`config.mk`:
```
export PLATFORM = sky130hd
export DESIGN_NAME = mem_port_arbiter
export DESIGN_NICKNAME = d
export VERILOG_FILES = /design/src/rtl/mem_port_arbiter.sv
export SDC_FILE = /design/constraint.sdc
export NUM_CORES = 1
export LEC_CHECK = 0
export BUFFER_PORTS_ARGS = -buffer_cell sky130_fd_sc_hd__buf_2
export CAP_MARGIN = 10
export CORE_MARGIN = 2
export CORE_UTILIZATION = 35
export CTS_CLUSTER_SIZE = 8
export DETAILED_ROUTE_END_ITERATION = 12
export PLACE_DENSITY = 0.79
export REMOVE_ABC_BUFFERS = 1
export SLEW_MARGIN = 20
export SYNTH_ARGS = -nofsm -noshare
export SYNTH_HDL_FRONTEND = slang
export SYNTH_SLANG_ARGS = --single-unit
```
`constraint.sdc`:
```
create_clock -name clk -period 2.05 [get_ports clk]
set_clock_uncertainty 0.1 [all_clocks]
set_input_delay 0.5125 -clock clk [delete_from_list [all_inputs] [get_ports clk]]
set_output_delay 0.5125 -clock clk [all_outputs]
set_load 0.01 [all_outputs]
```
`src/rtl/mem_port_arbiter.sv`:
```
// Arbitrates a single-ported memory between instruction fetch and load/store,
// one transaction in flight, data-priority with a bounded fetch starvation window.
module mem_port_arbiter #(
  parameter int ADDR_W     = 32,
  parameter int DATA_W     = 32,
  parameter int STARVE_MAX = 4
) (
  input  logic              clk,
  input  logic              rst_n,
  input  logic              if_req,
  input  logic [ADDR_W-1:0] if_addr,
  input  logic              if_kill,
  output logic              if_gnt,
  output logic              if_rvalid,
  output logic [DATA_W-1:0] if_rdata,
  input  logic              d_req,
  input  logic [ADDR_W-1:0] d_addr,
  input  logic [3:0]        d_we,
  input  logic [DATA_W-1:0] d_wdata,
  output logic              d_gnt,
  output logic              d_rvalid,
  output logic [DATA_W-1:0] d_rdata,
  output logic              mem_req,
  output logic [ADDR_W-1:0] mem_addr,
  output logic [3:0]        mem_we,
  output logic [DATA_W-1:0] mem_wdata,
  input  logic              mem_gnt,
  input  logic              mem_rvalid,
  input  logic [DATA_W-1:0] mem_rdata,
  output logic              busy
);

  localparam int SW = $clog2(STARVE_MAX + 1);
  localparam logic [SW-1:0] STARVE_LIM = SW'(STARVE_MAX);

  typedef enum logic [1:0] {IDLE, REQ, WAIT} state_e;
  typedef enum logic {FETCH, DATA} owner_e;

  state_e            state_q;
  owner_e            owner_q;
  logic              drop_q;
  logic [SW-1:0]     streak_q;
  logic              mem_req_q;
  logic              busy_q;
  logic [ADDR_W-1:0] mem_addr_q;
  logic [3:0]        mem_we_q;
  logic [DATA_W-1:0] mem_wdata_q;

  logic idle, data_win, fetch_win, resp, kill_fetch;

  // Grants are gated by rst_n so nothing is granted while reset is held.
  assign idle       = (state_q == IDLE) && rst_n;
  assign data_win   = idle && d_req && (!if_req || (streak_q < STARVE_LIM));
  assign fetch_win  = idle && !data_win && if_req && !if_kill;
  assign resp       = (state_q == WAIT) && mem_rvalid;
  assign kill_fetch = if_kill && (owner_q == FETCH);

  assign if_gnt    = fetch_win;
  assign d_gnt     = data_win;
  assign if_rvalid = resp && (owner_q == FETCH) && !drop_q && !if_kill;
  assign d_rvalid  = resp && (owner_q == DATA);
  assign if_rdata  = if_rvalid ? mem_rdata : '0;
  assign d_rdata   = d_rvalid ? mem_rdata : '0;

  assign mem_req   = mem_req_q;
  assign mem_addr  = mem_addr_q;
  assign mem_we    = mem_we_q;
  assign mem_wdata = mem_wdata_q;
  assign busy      = busy_q;

  always_ff @(posedge clk or negedge rst_n) begin
    if (!rst_n) begin
      state_q     <= IDLE;
      owner_q     <= FETCH;
      drop_q      <= 1'b0;
      streak_q    <= '0;
      mem_req_q   <= 1'b0;
      busy_q      <= 1'b0;
      mem_addr_q  <= '0;
      mem_we_q    <= '0;
      mem_wdata_q <= '0;
    end else begin
      case (state_q)
        IDLE: begin
          if (data_win) begin
            state_q     <= REQ;
            owner_q     <= DATA;
            mem_req_q   <= 1'b1;
            busy_q      <= 1'b1;
            mem_addr_q  <= d_addr;
            mem_we_q    <= d_we;
            mem_wdata_q <= d_wdata;
            if (if_req && (streak_q != STARVE_LIM)) streak_q <= streak_q + SW'(1);
          end else if (fetch_win) begin
            state_q     <= REQ;
            owner_q     <= FETCH;
            mem_req_q   <= 1'b1;
            busy_q      <= 1'b1;
            mem_addr_q  <= if_addr;
            mem_we_q    <= '0;
            mem_wdata_q <= '0;
            streak_q    <= '0;
          end
        end
        REQ: begin
          if (mem_gnt) begin
            state_q   <= WAIT;
            mem_req_q <= 1'b0;
            if (kill_fetch) drop_q <= 1'b1;
          end else if (kill_fetch) begin
            state_q   <= IDLE;
            mem_req_q <= 1'b0;
            busy_q    <= 1'b0;
          end
        end
        WAIT: begin
          if (mem_rvalid) begin
            state_q <= IDLE;
            busy_q  <= 1'b0;
            drop_q  <= 1'b0;
          end else if (kill_fetch) begin
            drop_q <= 1'b1;
          end
        end
        default: begin
          state_q   <= IDLE;
          mem_req_q <= 1'b0;
          busy_q    <= 1'b0;
        end
      endcase
    end
  end

endmodule
```
==> results.toml, run 1 <==
[worst_setup_path]
slowest_stage = "dfrtp_1"
cp_cell_sequence = "nor3_2, and4_4, clkbuf_16, and2_1, buf_2"
rr_worst_depth = 6
worstSetupPathType = "reg -> out"
cp-start-kind = "register"
slowest_delay_ns = 0.39
path_max_fanout = 16
cp.required_ns = 1.44
worstPathArrival_ns = 1.59
crit_path_end_kind = "primary output"

[timing]
slew_viol_final = 0
max-slew-margin-rel_pct = 31.1
finalSetupTns_ns = -4.55
worst_pin_slew_ns = 1.03
rsz0062_at_grt = "yes"
hold_viol_final = 0
fin_ws_ns = -0.154
fmax_ghz = 0.454
finalSetupViolCount = 61
fin_crit_sh_pct = 108
period_minus_slack_ns = 2.20

[synth]
netlist_instances = 392
ys.flop_type = "dfrtp_1"
synth.distinct_cells = 37
synth_warnings = 0
synth_top_cell_by_area = "dfrtp_1"
syn_area_sq_um = 4030
synth_most_common_cell = "dfrtp_1"
ys_ff_latch = 77
yosys.area.top_type_share_pct = 47.9
postSynthAreaPerCell_sq_um = 10.3
synth_top_cells_by_count = "dfrtp_1 (77), and2_1 (64), o21ai_0 (39), a22o_1 (36), nand3_1 (33)"
async_reset_ff_share_pct = 100
synthTopCellsByArea = "dfrtp_1 (48%), and2_1 (9.9%), a22o_1 (7.8%)"
synth-seq-area-share_pct = 47.9
synth_edf_count = 0

[power]
p_leak_nw = 3.11
p_comb_share_pct = 43.8
seqPwrFrac_pct = 35.8
intPower_w = 0.00469
power.share.clock_pct = 20.4
p_sw_w = 0.00287
power_density_nw_per_um2 = 1260
switching_share_pct = 38.0
ir_worst_vdd_v = 0.000742

[clock_tree]
cts-htree-levels = 3
clockRootBuffer = "clkbuf_16"
cts.sinks = 77
clockBufferDepth = 2
cts_tree = "built"
clkTransAtPathRegs_ns = 0.06
cts_buffers = 9
clk_latency_ns = 0.33

[floorplanning]
core-area_sq_um = 11300
initial_core_util_pct = 35.6
ios = 277
num_rows = 39
dieWidth_um = 111
die-height_um = 111
die_area_sq_um = 12400

[layout]
final_util_pct = 53.0
synthToLayoutAreaGrowth_pct = 49.0
layout-drive-gt1-share_pct = 54.3
fillCellCount = 1029
nNetsFinal = 804

[placed_design]
gp_congestion = 0.894
io_buffers = 276
dp_hpwl_mm = 10.6

[outcome]
violations = "negative setup slack"
status = "finished, violations left"

[route]
drt_pass1_iterations = 4
drt-total-wl_mm = 14.2
drc = 0
drtIter0Drc = 216
postRouteAntennaNets = 0
routed_via_density = 5.25
dr_total_vias = 4256
wl_per_cell_um = 17.5

[global_route]
grt_usage_pct = 21.9
antenna_found_initial = 1
grt_pass1_wl_mm = 21.7
overflow = 0
grt_pass1_vias = 4212
grt_max_degree = 51

[worst_hold_path]
holdCritPathClass = "in -> async"

[flow_run]
max-cap-violations = 0
## through the flow
step	hold WS [ns]	std cells	cell area [sq um]	setup WS (ns)	total power [W]
CTS	0.140	809	5940	-0.148	0.00757
floorplan	0.117	352	3800	-0.235	0.00429
detailed placement	0.232	788	5540	-0.0577	0.00585
global placement	0.234	788	5540	-0.0225	0.00572
global route	0.162	811	6000	-0.211	0.00802
finish	0.143	811	6000	-0.154	0.00757
## what timing repair did
item,CTS,global route
buffers inserted,5,0
endpoints found under the hold margin,4,0
hold buffers,1,0
setup endpoints to repair,67,67
resized for setup,9,13
pin swaps,3,7
gates cloned,0,2
## layer usage
metal  GRT usage (%)  wire, um  up-vias
met1            24.7      5220     2027
met4            10.3       411        0
li1                -         -     1963
met2            39.1      7590      233
met3            4.92      1010       33
met5               0         0        -
## critical path: cells and delay by family, from the launching register on
family,cells,cell delay [ns]
simple gates,3,0.59
flops,1,0.39
buf+inv,2,0.28
## cell usage in the layout, fill, tap and decap left out, drive strengths merged, types with 2 or more instances in the layout
| master | Yosys | layout |
|---|---|---|
| a21oi | 4 | 4 |
| a22o | 36 | 36 |
| a31oi | 32 | 32 |
| and2 | 64 | 64 |
| and4 | 2 | 3 |
| buf | 22 | 297 |
| clkbuf | 18 | 10 |
| clkinv | 2 | 4 |
| clkinvlp | 0 | 2 |
| dfrtp | 77 | 77 |
| ha | 2 | 2 |
| inv | 5 | 6 |
| nand2 | 5 | 5 |
| nand3 | 33 | 33 |
| nor3 | 34 | 34 |
| o21ai | 39 | 39 |
## state kept, by name, indices dropped and copies added, names as in the netlist
register and cells:
mem_req 1, state_q 2, drop_q 1, mem_we 4, streak_q 3, busy 1
owner_q 1, mem_addr 32, mem_wdata 32
## logic make-up (layout without fill, tap and decap cells)
logic type / after synthesis / after routing / share of synthesized area, %
AO/OA/AOI/OAI: 118 / 118 / 20.0
adder cells (fa/ha/maj): 2 / 2 / 0.621
buffers and inverters: 47 / 321 / 6.28
flip-flops: 77 / 77 / 47.9
multiplexers: 1 / 1 / 0.249
other: 0 / 1 / 0
AND/OR/NAND/NOR: 147 / 148 / 25.0
## worst paths after layout
kind | start | to | slack [ns]
setup / recovery | owner_q | if_rdata[13] | -0.15
hold / removal | rst_n | owner_q | 0.14
setup reg to reg | state_q[1] | mem_addr[0] | 0.10
hold reg to reg | mem_wdata[22] | mem_wdata[22] | 0.39
max in group asynchronous | rst_n | state_q[1] | 1.14
min in group clk | d_wdata[6] | mem_wdata[6] | 0.30
## power groups by stage
stage          logic (W)  clock network (W)  registers [W]
3_3_place_gp     0.00304                  0        0.00268
4_1_cts          0.00330            0.00158        0.00269
6_report         0.00331            0.00155        0.00271
2_1_floorplan    0.00129                  0        0.00300
5_1_grt          0.00359            0.00164        0.00278
3_5_place_dp     0.00313                  0        0.00272
## layout make-up
class	instances	area [sq um]	area share [%]
inverter	7	27.5	0.459
clock inverter	6	63.8	1.06
antenna	1	2.50	0.0417
tap	143	179	2.98
multi-input combinational	269	1910	31.8
clock buffer	9	225	3.75
timing repair buffer	299	1670	27.8
sequential	77	1930	32.1
No activity file was read; power rests on OpenSTA's default activity.
==> run 2: changes to the inputs <==
==> constraint.sdc (replaced) <==
create_clock -name clk -period 2.1 [get_ports clk]
set_clock_uncertainty 0.1 [all_clocks]
set_input_delay 0.525 -clock clk [delete_from_list [all_inputs] [get_ports clk]]
set_output_delay 0.525 -clock clk [all_outputs]
set_load 0.01 [all_outputs]
==> results.toml, run 2 (synthesis results as in run 1) <==
[layout]
fin_cells = 811
final_cell_mix = "buf_2 (273), dfrtp_1 (77), and2_1 (62), o21ai_0 (39), a22o_1 (36)"
nNetsFinal = 802
final_common_cell = "buf_2"
synthToLayoutAreaGrowth_pct = 48.5
layout-drive-gt1-share_pct = 53.6
design_area_sq_um = 5980

[route]
dr_total_vias = 4194
postRouteAntennaNets = 0
drt-total-wl_mm = 14.0
drtIter0Drc = 182
drc = 0
drt_pass1_iterations = 4
wl_per_cell_um = 17.2
routed_via_density = 5.17

[placed_design]
io_buffers = 276
dp_hpwl_mm = 10.4
placed_area_sq_um = 5560
gp_congestion = 0.904
dpl.cell_count = 790

[worst_setup_path]
r2r_slack_ns = 0.25
crit_path_end_kind = "primary output"
critPathLaunch = "owner_q"
worstSetupPathType = "reg -> out"
regToRegEndpoint = "mem_addr[1]"
rr_worst_depth = 5
path_max_fanout = 16
cp-start-kind = "register"
cp.required_ns = 1.47
r2r_start = "state_q[1]"
worstPathArrival_ns = 1.56
cp-endpoint = "if_rdata[20]"

[power]
power_density_nw_per_um2 = 1240
ir_worst_vdd_v = 0.000667
p_leak_nw = 3.11

[timing]
finalSetupViolCount = 64
slew_viol_final = 0
worst_pin_slew_ns = 1.04
max-slew-margin-rel_pct = 30.5
rsz0062_at_grt = "yes"
period_minus_slack_ns = 2.18
fin_ws_ns = -0.0804
fmax_ghz = 0.459
hold_viol_final = 0
fin_crit_sh_pct = 104

[clock_tree]
cts_buffers = 9
cts-htree-levels = 3
clkTransAtPathRegs_ns = 0.06
clk_latency_ns = 0.32
cts.sinks = 77
clockRootBuffer = "clkbuf_16"
cts_tree = "built"
clockBufferDepth = 2

[floorplanning]
core-area_sq_um = 11300
ios = 277
die_area_sq_um = 12400
num_rows = 39
initial_core_util_pct = 35.6
dieWidth_um = 111
die-height_um = 111

[worst_hold_path]
holdCritPathClass = "in -> async"

[outcome]
status = "finished, violations left"
violations = "negative setup slack"

[global_route]
antenna_found_initial = 2
grt_usage_pct = 21.7
grt_pass1_wl_mm = 21.6
overflow = 0
grt_pass1_vias = 4195
grt_max_degree = 51

[flow_run]
max-cap-violations = 0
==> run 2: cell types whose count changed in the layout (fill, tap and decap cells not counted), sizes merged <==
| cell | before | now |
|---|---|---|
| and4 | 3 | 2 |
| dlygate4sd3 | 1 | 0 |
| buf | 297 | 296 |
| clkbuf | 10 | 13 |
| inv | 6 | 5 |
| clkinv | 4 | 3 |
| diode | 1 | 2 |
| bufinv | 1 | 2 |
==> run 2: power breakdown <==
| group | internal [W] | switching, W | total [W] |
|---|---|---|---|
| Clock | 0.00107 | 0.000580 | 0.00165 |
| Sequential | 0.00221 | 0.000411 | 0.00262 |
| Combinational | 0.00139 | 0.00176 | 0.00315 |
| Total | 0.00467 | 0.00275 | 0.00742 |
==> run 2: worst min-delay path by stage <==
stage	end	slack (ns)	cells after the start
after floorplan	busy	0.13	0
after global placement	mem_wdata[22]	0.38	1
after detailed placement	mem_wdata[5]	0.38	1
after CTS	mem_addr[30]	0.07	2
after global routing	mem_addr[5]	0.09	2
final	mem_addr[30]	0.08	2
==> run 2: layout make-up <==
type | count | area [sq um]
antenna | 2 | 5.00
inverter | 7 | 27.5
sequential | 77 | 1930
multi-input combinational | 268 | 1870
fill | 1026 | 5340
clock buffer | 11 | 243
timing repair buffer | 298 | 1650
tap | 143 | 179
clock inverter | 5 | 83.8
==> run 2: per-stage QoR <==
stage	hold slack [ns]	TNS (ns)	power (W)	setup slack, ns	util (%)
finish	0.0845	-1.74	0.00742	-0.0804	52.8
global route	0.0890	-7.97	0.00787	-0.207	52.8
CTS	0.0680	-4.32	0.00744	-0.121	52.1
detailed placement	0.377	-0.796	0.00571	-0.0335	49.1
global placement	0.379	0	0.00560	0.00307	49.1
floorplan	0.129	-4.69	0.00419	-0.198	-
==> run 2: timing repair <==
item	4_1_cts	5_1_grt
hold endpoints to repair	0	0
setup buffers	1	0
cloned	0	2
hold buffers	0	0
gates resized for setup	1	8
pin swaps	1	3
endpoints found under the setup margin	65	67
==> run 2: critical path, stage by stage, from the launching register on <==
cell and delay (ns):
dfrtp_1 0.39, nor3_2 0.15, and4_4 0.26, clkbuf_16 0.16, and2_1 0.14, buf_2 0.13
==> run 2: routing by layer <==
| metal | global-route usage, % | share of wire (%) |
|---|---|---|
| met5 | 0 | 0 |
| met4 | 8.23 | 2.0 |
| met3 | 4.32 | 6.3 |
| met2 | 39.7 | 54 |
| met1 | 24.9 | 37 |
==> run 3: changes to the inputs <==
--- a/config.mk
+++ b/config.mk
@@ -7,11 +7,11 @@
 export LEC_CHECK = 0
 export BUFFER_PORTS_ARGS = -buffer_cell sky130_fd_sc_hd__buf_2
 export CAP_MARGIN = 10
-export CORE_MARGIN = 2
-export CORE_UTILIZATION = 35
+export CORE_AREA = 2 2 107 109
 export CTS_CLUSTER_SIZE = 8
 export DETAILED_ROUTE_END_ITERATION = 12
-export PLACE_DENSITY = 0.79
+export DIE_AREA = 0 0 109 111
+export PLACE_DENSITY = 0.82
 export REMOVE_ABC_BUFFERS = 1
 export SLEW_MARGIN = 20
 export SYNTH_ARGS = -nofsm -noshare
==> results.toml, run 3 (synthesis results as in run 1) <==
[outcome]
status = "finished, violations left"
violations = "negative setup slack"

[flow_run]
max-cap-violations = 0

[timing]
period_minus_slack_ns = 2.28
fmax_ghz = 0.439
rsz0062_at_grt = "yes"
worst_pin_slew_ns = 0.573
slew_viol_final = 0
max-slew-margin-rel_pct = 61.8
fin_crit_sh_pct = 108
hold_viol_final = 0
fin_ws_ns = -0.178
finalSetupViolCount = 66
whs_ns = 0.191

[worst_setup_path]
worstPathArrival_ns = 1.65
cp.required_ns = 1.47
path_max_fanout = 16
cp-start-kind = "register"
regToRegEndpoint = "mem_addr[10]"
r2r_start = "state_q[1]"
rr_worst_depth = 5
crit_path_end_kind = "primary output"
worstSetupPathType = "reg -> out"
r2r_slack_ns = 0.33

[placed_design]
io_buffers = 276
gp_congestion = 0.808
dp_hpwl_mm = 10.3
placed_area_sq_um = 5570
dpl.cell_count = 790

[route]
drt_pass1_iterations = 4
drtIter0Drc = 334
routed_via_density = 5.14
wl_per_cell_um = 18.0
drt-total-wl_mm = 14.7
postRouteAntennaNets = 0
dr_total_vias = 4209
drc = 0

[floorplanning]
ios = 277
core-area_sq_um = 11100
num_rows = 39
die_area_sq_um = 12100
initial_core_util_pct = 36.3
die-height_um = 111
dieWidth_um = 109

[power]
p_leak_nw = 3.18
power_density_nw_per_um2 = 1210
ir_worst_vdd_v = 0.000696

[layout]
final_cell_mix = "buf_2 (264), dfrtp_1 (75), and2_1 (56), o21ai_0 (39), a22o_1 (36)"
synthToLayoutAreaGrowth_pct = 53.5
final_common_cell = "buf_2"
fin_cells = 819
final_util_pct = 55.8
nNetsFinal = 812
fillCellCount = 978
antenna_cells = 0
design_area_sq_um = 6180
layout-drive-gt1-share_pct = 55.6

[global_route]
grt_pass1_vias = 4071
grt_pass1_wl_mm = 21.9
overflow = 0
grt_usage_pct = 23.9
antenna_found_initial = 0
grt_max_degree = 46

[clock_tree]
clk_latency_ns = 0.33
cts_tree = "built"
clockRootBuffer = "clkbuf_16"
cts.sinks = 77
cts_buffers = 9
cts-htree-levels = 3
clockBufferDepth = 2
clkTransAtPathRegs_ns = 0.07

[worst_hold_path]
holdCritPathClass = "in -> async"
run 3: cell count changes in the layout (fill, tap and decap cells not counted), sizes merged:
| cell | before | now |
|---|---|---|
| buf | 296 | 306 |
| inv | 5 | 9 |
| clkbuf | 13 | 10 |
| bufinv | 2 | 0 |
| diode | 2 | 0 |
| clkinv | 3 | 4 |
| clkinvlp | 2 | 1 |
| dlygate4sd3 | 0 | 1 |
run 3: power breakdown:
group | internal, W | leakage (nW) | total, W | switching, W
sequential | 0.00221 | 0.932 | 0.00260 | 0.000395
clock | 0.000830 | 0.140 | 0.00152 | 0.000691
combinational | 0.00151 | 2.11 | 0.00334 | 0.00182
run 3: worst max path at each step:
stage,from,endpoint,slack [ns],cells past startpoint
final,owner_q,if_rdata[1],-0.18,5
after CTS,owner_q,if_rdata[2],-0.20,5
after floorplan,state_q[0],if_gnt,-0.20,2
after detailed placement,if_kill,if_rdata[2],-0.05,6
after global placement,if_kill,if_rdata[9],0.03,6
after global routing,owner_q,if_rdata[25],-0.26,5
run 3: critical path, stage by stage, from the launching register on:
cell and delay [ns]:
dfrtp_1 0.39, nor3_2 0.18, and4_4 0.33, buf_16 0.16, and2_1 0.13, buf_2 0.13
run 3: metrics by stage:
step | worst slack (ns) | setup TNS, ns | power [W]
5_1_grt | -0.257 | -12.96 | 0.00796
2_1_floorplan | -0.198 | -4.69 | 0.00419
3_3_place_gp | 0.0296 | 0 | 0.00570
3_5_place_dp | -0.0489 | -1.10 | 0.00576
4_1_cts | -0.201 | -8.94 | 0.00749
6_report | -0.178 | -8.61 | 0.00746
run 3: area by class of cell:
cell class,count,area [sq um],share of cell area (%)
clock inverters,7,65.1,1.05
well taps,143,179,2.90
inverters,7,27.5,0.445
repair buffers,308,1860,30.0
multi-input cells,268,1900,30.7
flip-flops and latches,77,1930,31.2
clock buffers,9,225,3.64
run 3: routing by layer:
layer	vias up	wire length [um]	track usage [%]
met5	-	0	0
met4	0	212	7.86
met3	14	1380	7.35
met2	204	7510	41.6
met1	2008	5630	27.4
li1	1983	-	-
run 3: timing repair:
| action | 4_1_cts | 5_1_grt |
|---|---|---|
| endpoints found under the setup margin | 67 | 68 |
| cloned | 3 | 1 |
| resized for setup | 15 | 20 |
| hold endpoints to repair | 3 | 0 |
| pin swaps | 3 | 7 |
| hold buffers | 1 | 0 |
| setup buffers | 6 | 2 |
